==> src/rtl/pe_row_sad.sv <==
// One row of a SAD processing array: double-buffered current pixels, a loadable/shiftable
// reference row, and an FSM that accumulates ROWS row sums into one block SAD.
module pe_row_sad #(
  parameter int PIXEL  = 8,
  parameter int NUM_PE = 8,
  parameter int ROWS   = 8,
  parameter int SAD_W  = PIXEL + $clog2(NUM_PE * ROWS)
) (
  input  logic                      clk,
  input  logic                      rst,
  input  logic                      curr_load,
  input  logic                      curr_bank_wr,
  input  logic                      curr_bank_rd,
  input  logic [PIXEL*NUM_PE-1:0]   curr_in,
  input  logic [1:0]                ref_mode,
  input  logic [PIXEL*NUM_PE-1:0]   ref_in_ext,
  input  logic [PIXEL*NUM_PE-1:0]   ref_in_down,
  input  logic [PIXEL-1:0]          ref_in_side,
  input  logic                      start,
  input  logic                      acc_en,
  output logic                      busy,
  output logic                      sad_valid,
  output logic [SAD_W-1:0]          sad_out,
  output logic [PIXEL*NUM_PE-1:0]   ref_out
);

  localparam int RS_W  = PIXEL + $clog2(NUM_PE);
  localparam int CNT_W = (ROWS > 1) ? $clog2(ROWS) : 1;

  typedef enum logic [1:0] {IDLE, ACC, DONE} state_t;

  logic [NUM_PE-1:0][PIXEL-1:0] curr0_q, curr0_d;
  logic [NUM_PE-1:0][PIXEL-1:0] curr1_q, curr1_d;
  logic [NUM_PE-1:0][PIXEL-1:0] ref_q, ref_d;
  logic [NUM_PE-1:0][PIXEL-1:0] diff;
  logic [RS_W-1:0]              row_sum;

  state_t           state_q, state_d;
  logic [CNT_W-1:0] cnt_q, cnt_d;
  logic [SAD_W-1:0] acc_q, acc_d;
  logic [SAD_W-1:0] sad_q, sad_d;
  logic [SAD_W-1:0] acc_plus_row;

  // Storage next-state: bank writes and reference moves run regardless of the FSM.
  always_comb begin
    curr0_d = curr0_q;
    curr1_d = curr1_q;
    ref_d   = ref_q;
    if (curr_load && !curr_bank_wr) curr0_d = curr_in;
    if (curr_load &&  curr_bank_wr) curr1_d = curr_in;
    case (ref_mode)
      2'b01: ref_d = ref_in_ext;
      2'b10: ref_d = ref_in_down;
      2'b11: begin
        for (int i = 0; i < NUM_PE - 1; i++) ref_d[i] = ref_q[i+1];
        ref_d[NUM_PE-1] = ref_in_side;
      end
      default: ref_d = ref_q;
    endcase
  end

  generate
    for (genvar gi = 0; gi < NUM_PE; gi++) begin : g_pe
      logic [PIXEL-1:0] cur_px;
      assign cur_px   = curr_bank_rd ? curr1_q[gi] : curr0_q[gi];
      assign diff[gi] = (cur_px > ref_q[gi]) ? (cur_px - ref_q[gi]) : (ref_q[gi] - cur_px);
      assign ref_out[gi*PIXEL +: PIXEL] = ref_q[gi];
    end
  endgenerate

  always_comb begin
    row_sum = '0;
    for (int i = 0; i < NUM_PE; i++) row_sum = row_sum + RS_W'(diff[i]);
  end

  assign acc_plus_row = acc_q + SAD_W'(row_sum);

  always_comb begin
    state_d = state_q;
    cnt_d   = cnt_q;
    acc_d   = acc_q;
    sad_d   = sad_q;
    case (state_q)
      IDLE: begin
        if (start) begin
          state_d = ACC;
          cnt_d   = '0;
          acc_d   = '0;
        end
      end
      ACC: begin
        if (acc_en) begin
          acc_d = acc_plus_row;
          cnt_d = cnt_q + CNT_W'(1);
          if (cnt_q == CNT_W'(ROWS - 1)) begin
            state_d = DONE;
            sad_d   = acc_plus_row;
            cnt_d   = '0;
          end
        end
      end
      DONE:    state_d = IDLE;
      default: state_d = IDLE;
    endcase
  end

  always_ff @(posedge clk) begin
    if (rst) begin
      curr0_q <= '0;
      curr1_q <= '0;
      ref_q   <= '0;
      state_q <= IDLE;
      cnt_q   <= '0;
      acc_q   <= '0;
      sad_q   <= '0;
    end else begin
      curr0_q <= curr0_d;
      curr1_q <= curr1_d;
      ref_q   <= ref_d;
      state_q <= state_d;
      cnt_q   <= cnt_d;
      acc_q   <= acc_d;
      sad_q   <= sad_d;
    end
  end

  assign busy      = (state_q != IDLE);
  assign sad_valid = (state_q == DONE);
  assign sad_out   = sad_q;

endmodule

==> config.mk <==
export PLATFORM = sky130hd
export DESIGN_NAME = pe_row_sad
export DESIGN_NICKNAME = d
export VERILOG_FILES = /design/src/rtl/pe_row_sad.sv
export SDC_FILE = /design/constraint.sdc
export NUM_CORES = 1
export LEC_CHECK = 0
export BUFFER_PORTS_ARGS = -buffer_cell sky130_fd_sc_hd__buf_4
export CAP_MARGIN = 40
export CORE_ASPECT_RATIO = 1.1
export CORE_MARGIN = 3
export CORE_UTILIZATION = 58
export CTS_CLUSTER_SIZE = 10
export DETAILED_ROUTE_END_ITERATION = 8
export PLACE_DENSITY = 0.82
export SLEW_MARGIN = 20
export SYNTH_ARGS = -nofsm -noshare
export SYNTH_HDL_FRONTEND = slang
export SYNTH_SLANG_ARGS = --single-unit
==> constraint.sdc <==
create_clock -name clk -period 11.4 [get_ports clk]
set_clock_uncertainty 0.05 [all_clocks]
set_input_delay 3.42 -clock clk [delete_from_list [all_inputs] [get_ports clk]]
set_output_delay 3.42 -clock clk [all_outputs]
set_load 0.005 [all_outputs]
==> impl_metrics.csv, run 1 <==
group,metric,value,unit
logic_synthesis,synth_fp_nets,2334,
setup_path,cp.arrival,10.58,ns
power_and_ir_drop,ir_drop,0.000956,V
cts,post_cts.repair.setup_buffers,0,
global_route,grt_pass1_wl,74200,um
timing,holdWs,0.402,ns
logic_synthesis,syn_area,0.0167,sq mm
logic_synthesis,synth_top_cell_area_share,27.0,%
global_route,antenna_found_initial,0,
placed_design,dp_cells,2478,
placed_design,dpl.hpwl,35500,um
finish,design_area,0.0198,sq mm
worst_hold_path,hp-class,"reg2reg",
global_route,grt_use_met3,3.98,%
logic_synthesis,synth_top_area_cell,"dfxtp_1",
timing,fin_ws,1.16,ns
timing,min_period,10.24,ns
drt,wl_per_cell,18.4,um
global_route,grt_max_degree,88,
drt,drcViolationCount,0,
logic_synthesis,ys_seq_area_share,27.0,%
setup_path,worstSetupPathType,"in2reg",
finish,area_growth,18.9,%
logic_synthesis,synth_edf_count,0,
cts,clock_latency,0.53,ns
power_and_ir_drop,clkPwrFrac,10.5,%
drt,avgViaCountPerCell,5.76,
finish,drive_above_1_share,20.6,%
global_route,grt_overflow_total,0,
logic_synthesis,syn_avg_cell_area,8.73,sq um
setup_path,cp_num_buf_inv,7,
placed_design,placement.cell_area,0.0190,sq mm
timing,rsz0062_at_grt,"no",
finish,n_antenna_cell,0,
cts,cts_made_buffers,26,
timing,hold_violations,0,
cts,ctsResizeCount,0,
finish,utilization,70.6,%
status,outcome,"complete, no violations",
cts,cts_root_buf,"clkbuf_16",
setup_path,end_kind,"flop",
global_route,grt.busiest_layer,"met2",
timing,tightest_slew,0.826,ns
finish,fin_nets,2569,
power_and_ir_drop,p_int,3.52,mW
global_route,grt_pass1_vias,15000,
placed_design,place_ws,0.668,ns
timing,setup_viol,0,
logic_synthesis,yosysMostFrequentCell,"nand2_1",
drt,vias,14500,
logic_synthesis,synth-seq-cells,225,
global_route,grt_use_met2,54.5,%
worst_hold_path,min_from,"curr1_q[55]$_SDFFE_PP0P_",
setup_path,path_delay_family,"adder cells",
worst_hold_path,holdPathEnd,"curr1_q[55]$_SDFFE_PP0P_",
timing,period_share,89.8,%
setup_path,r2r-start,"curr1_q[20]$_SDFFE_PP0P_",
drt,first_pass_iters,6,
logic_synthesis,synth-main-ff-cell,"dfxtp_1",
floorplan,ios,289,
cts,cts.path.max_buffers,3,
power_and_ir_drop,total_power,6.93,mW
power_and_ir_drop,combinationalPowerShare,76.6,%
setup_path,reg2reg_depth,25,
cts,cts_tree,"done",
setup_path,crit_path_top_delay_cell,"fa_1",
timing,slew_headroom,45.0,%
setup_path,rr_endpoint,"sad_out[13]$_SDFFE_PP0P_",
power_and_ir_drop,p_leak,9.29,nW
floorplan,dieWidth,168,um
cts,clkSlewWorstSetupHoldPaths,0.05,ns
power_and_ir_drop,p_switching,3.41,mW
floorplan,initial_core_util,59.4,%
setup_path,r2r_setup_slack,4.42,ns
setup_path,worstPathMaxFanout,27,
global_route,met1_usage,35.1,%
cts,ctsHoldBuffers,0,
logic_synthesis,synth.top_cells.by_count,"326 x nand2_1, 229 x a21oi_1, 225 x dfxtp_1",
floorplan,coreArea,0.0281,sq mm
logic_synthesis,ys_top_cells_by_area,"dfxtp_1 27%, ha_1 11%, mux4_2 8.6%",
cts,cts_sinks,225,
setup_path,crit_required,11.75,ns
setup_path,start_kind,"primary input",
drt,drtAntennaViolNets,0,
floorplan,die_area,0.0308,sq mm
power_and_ir_drop,powerDensity,350,mW/mm^2
worst_hold_path,whs_path_depth,2,
power_and_ir_drop,power_frac_seq,12.9,%
logic_synthesis,async_flop_share,0,%
logic_synthesis,yosys.cell_types.count,68,
timing,maxSlewViolCount,0,
drt,wl,46200,um
drt,drt_iter0_drc,1010,
logic_synthesis,syn_inst,1912,
power_and_ir_drop,p_sw_share,49.2,%
timing,fmax,97.7,MHz
placed_design,gp_congestion,0.963,
timing,fin_tns_setup,0,ns
floorplan,num_rows,64,
finish,layout.cells.non_filler,2513,
logic_synthesis,ys.warnings.count,0,
setup_path,max_stage_delay,0.59,ns
cts,htreeDepth,1,
job,drv_cap,0,
global_route,track_usage,29.1,%
floorplan,die_h,184,um
placed_design,portBuffers,288,
## area by class of cell
| cell class | count | area [sq um] |
|---|---|---|
| multi-input combinational | 1365 | 11000 |
| fill | 2212 | 8270 |
| sequential | 225 | 4500 |
| timing repair buffer | 306 | 2380 |
| inverter | 223 | 837 |
| clock buffer | 31 | 701 |
| tap | 363 | 454 |
## cell families after synthesis
kind of cell    count (synthesis)  share of synthesized area (%)
simple gates                  545                           14.8
compound gates                383                           13.6
buf+inv                       322                           7.42
xor+xnor                       52                           2.73
mux                           172                           15.3
flops                         225                           27.0
fa+ha+maj                     213                           19.2
## cell usage in the layout, fill, tap and decap left out, drive strengths merged, types with 9 or more instances in the layout
| cell | instances |
|---|---|
| a21oi | 229 |
| nand3b | 9 |
| xor2 | 24 |
| buf | 306 |
| dfxtp | 225 |
| a21o | 18 |
| ha | 142 |
| nor2b | 17 |
| nand2 | 326 |
| xnor2 | 28 |
| clkbuf | 31 |
| o21ai | 51 |
| a211o | 9 |
| nand4 | 18 |
| fa | 71 |
| and2 | 75 |
| mux2 | 27 |
| mux4 | 64 |
| nand3 | 17 |
| inv | 223 |
| mux2i | 81 |
| nor2 | 50 |
| a22oi | 10 |
## registers in the layout (all words and copies together) (netlist names)
register / cells
ref_out: 64
state_q: 2
curr0_q: 64
cnt_q: 3
curr1_q: 64
acc_q: 14
sad_out: 14
## worst max path at each step
| stage | slack (ns) | to | cells after the start | start |
|---|---|---|---|---|
| 3_5_place_dp | 0.67 | sad_out[13]$_SDFFE_PP0P_ | 27 | curr_bank_rd |
| 3_3_place_gp | 0.82 | acc_q[9]$_SDFFE_PP0P_ | 27 | curr_bank_rd |
| 6_report | 1.16 | sad_out[13]$_SDFFE_PP0P_ | 27 | curr_bank_rd |
| 4_1_cts | 1.21 | sad_out[13]$_SDFFE_PP0P_ | 27 | curr_bank_rd |
| 2_1_floorplan | 1.13 | acc_q[9]$_SDFFE_PP0P_ | 28 | curr_bank_rd |
| 5_1_grt | 0.87 | acc_q[9]$_SDFFE_PP0P_ | 27 | curr_bank_rd |
## tightest hold or removal path: cells and delay by family (launching register included)
| family | cells | cell delay, ns |
|---|---|---|
| AOI/OAI and AO/OA | 1 | 0.05 |
| DFF | 1 | 0.30 |
| and+or+nand+nor | 1 | 0.05 |
## layer usage
| metal | vias to the layer above | routed length, um |
|---|---|---|
| li1 | 6891 | - |
| met1 | 6964 | 18500 |
| met2 | 520 | 23900 |
| met3 | 92 | 2690 |
| met4 | 0 | 1140 |
| met5 | - | 0 |
## power groups by stage
stage                     sequential [mW]  combinational [mW]  clock (mW)
after floorplan                     0.887                3.89           0
after global placement              0.908                5.12           0
after detailed placement            0.910                5.23           0
after CTS                           0.893                5.28       0.737
after global routing                0.899                5.90       0.771
final                               0.894                5.31       0.727
(Power assumes the default switching activity.)
==> inputs of run 2 (changes only) <==
--- a/config.mk
+++ b/config.mk
@@ -7,12 +7,13 @@
 export LEC_CHECK = 0
 export BUFFER_PORTS_ARGS = -buffer_cell sky130_fd_sc_hd__buf_4
 export CAP_MARGIN = 40
-export CORE_ASPECT_RATIO = 1.1
-export CORE_MARGIN = 3
+export CORE_ASPECT_RATIO = 1.75
+export CORE_MARGIN = 2
 export CORE_UTILIZATION = 58
 export CTS_CLUSTER_SIZE = 10
 export DETAILED_ROUTE_END_ITERATION = 8
 export PLACE_DENSITY = 0.82
+export REMOVE_ABC_BUFFERS = 1
 export SLEW_MARGIN = 20
 export SYNTH_ARGS = -nofsm -noshare
 export SYNTH_HDL_FRONTEND = slang
==> run 2 against run 1 <==
Compared with the run above: first-iteration DRC count fell by 21%; flip-flop and latch count stayed put; combinational power up 2%; routed wire length increased by 3.2%; core utilization decreased by 0.98 points; sequential share of layout area about the same; global-route usage grew 2.1 points; fmax shrank 2.8%; critical path type unchanged.
==> impl_metrics.csv, run 2 (synthesis results as in run 1) <==
group,metric,value,unit
timing,maxSlewViolCount,0,
drt,wl,47700,um
floorplan,die_area,0.0302,sq mm
job,drv_cap,0,
cts,post_cts.repair.setup_buffers,0,
timing,fmax,94.9,MHz
cts,cts_made_buffers,26,
power_and_ir_drop,powerDensity,353,mW/mm^2
placed_design,placement.cell_area,0.0191,sq mm
timing,hold_violations,0,
placed_design,dpl.hpwl,36800,um
cts,clock_latency,0.55,ns
setup_path,worstPathMaxFanout,23,
drt,first_pass_iters,5,
global_route,grt_overflow_total,0,
power_and_ir_drop,p_leak,9.29,nW
placed_design,dp_cells,2498,
timing,fin_tns_setup,0,ns
cts,clkSlewWorstSetupHoldPaths,0.05,ns
timing,tightest_slew,0.842,ns
floorplan,ios,289,
cts,cts_sinks,225,
timing,fin_ws,0.867,ns
finish,area_growth,18.9,%
cts,cts_tree,"done",
placed_design,place_ws,0.453,ns
setup_path,crit_path_top_delay_cell,"a2111oi_0",
drt,drt_iter0_drc,802,
drt,drtAntennaViolNets,0,
cts,cts.path.max_buffers,3,
setup_path,max_stage_delay,0.70,ns
placed_design,portBuffers,288,
floorplan,coreArea,0.0285,sq mm
finish,design_area,0.0198,sq mm
floorplan,die_h,228,um
cts,cts_root_buf,"clkbuf_16",
drt,vias,14700,
status,outcome,"complete, no violations",
timing,holdWs,0.401,ns
finish,n_antenna_cell,0,
global_route,grt_pass1_vias,15200,
timing,setup_viol,0,
finish,layout.cells.non_filler,2531,
global_route,track_usage,31.2,%
cts,ctsResizeCount,0,
cts,htreeDepth,1,
finish,mostFrequentLayoutCells,"325 x nand2_1, 304 x buf_4, 229 x a21oi_1, 225 x dfxtp_1, 222 x inv_1",
timing,slew_headroom,43.9,%
setup_path,end_kind,"flop",
timing,min_period,10.53,ns
power_and_ir_drop,ir_drop,0.000724,V
finish,drive_above_1_share,20.7,%
setup_path,cp.arrival,10.88,ns
finish,fin_nets,2572,
timing,rsz0062_at_grt,"no",
floorplan,dieWidth,132,um
floorplan,initial_core_util,58.5,%
setup_path,crit_required,11.75,ns
setup_path,worstSetupPathType,"in2reg",
drt,avgViaCountPerCell,5.80,
global_route,grt_pass1_wl,76100,um
worst_hold_path,hp-class,"reg2reg",
timing,period_share,92.4,%
floorplan,num_rows,82,
cts,ctsHoldBuffers,0,
global_route,grt_max_degree,71,
finish,final_common_cell,"nand2_1",
placed_design,gp_congestion,0.962,
drt,wl_per_cell,18.8,um
setup_path,start_kind,"primary input",
drt,drcViolationCount,0,
global_route,antenna_found_initial,0,
finish,fillCellCount,2326,
-- run 2: changes by cell type in the layout (fill, tap and decap cells not counted), sizes merged --
cell	previous run	this run
buf	306	309
-- run 2: report_power, final --
part / leakage (nW) / switching, mW / internal, mW
Combinational: 7.11 / 3.18 / 2.21
Sequential: 1.84 / 0.0515 / 0.840
Clock: 0.343 / 0.312 / 0.423
Total: 9.29 / 3.54 / 3.47
-- run 2: area by class of cell --
class	count	area, sq um	area share, %
timing repair buffer	309	2370	12.0
sequential	225	4500	22.7
inverter	223	837	4.22
multi-input combinational	1365	11000	55.2
tap	378	473	2.38
clock buffer	31	701	3.53
-- run 2: final timing paths --
kind / from / end / depth (start not counted) / slack, ns
setup reg to reg: curr1_q[21]$_SDFFE_PP0P_ / sad_out[13]$_SDFFE_PP0P_ / 24 / 4.03
hold reg to reg: curr0_q[43]$_SDFFE_PP0P_ / curr0_q[43]$_SDFFE_PP0P_ / 2 / 0.40
hold / removal: curr0_q[43]$_SDFFE_PP0P_ / curr0_q[43]$_SDFFE_PP0P_ / 2 / 0.40
setup / recovery: curr_bank_rd / sad_out[13]$_SDFFE_PP0P_ / 26 / 0.87
-- run 2: layer usage --
layer	GRT usage (%)	share of wire (%)	routed length, um
met5	0	0	0
met4	15.3	5.6	2670
met3	3.02	4.5	2160
met2	61.8	55	26400
met1	31.9	34	16400
-- run 2: worst max-delay path, delay by kind of cell --
kind / cells / cell delay, ns
adders and majority gates: 6 / 2.69
AOI/OAI and AO/OA: 6 / 1.63
buffers and inverters: 7 / 1.12
and+or+nand+nor: 3 / 0.81
muxes: 2 / 0.67
xor gates and xnor gates: 2 / 0.47
-- run 2: stage by stage --
| stage | utilization, % | total power [mW] |
|---|---|---|
| floorplan | - | 4.75 |
| global placement | 66.9 | 5.99 |
| detailed placement | 67.0 | 6.15 |
| CTS | 69.5 | 6.95 |
| finish | 69.6 | 7.01 |
| global route | 69.6 | 7.59 |
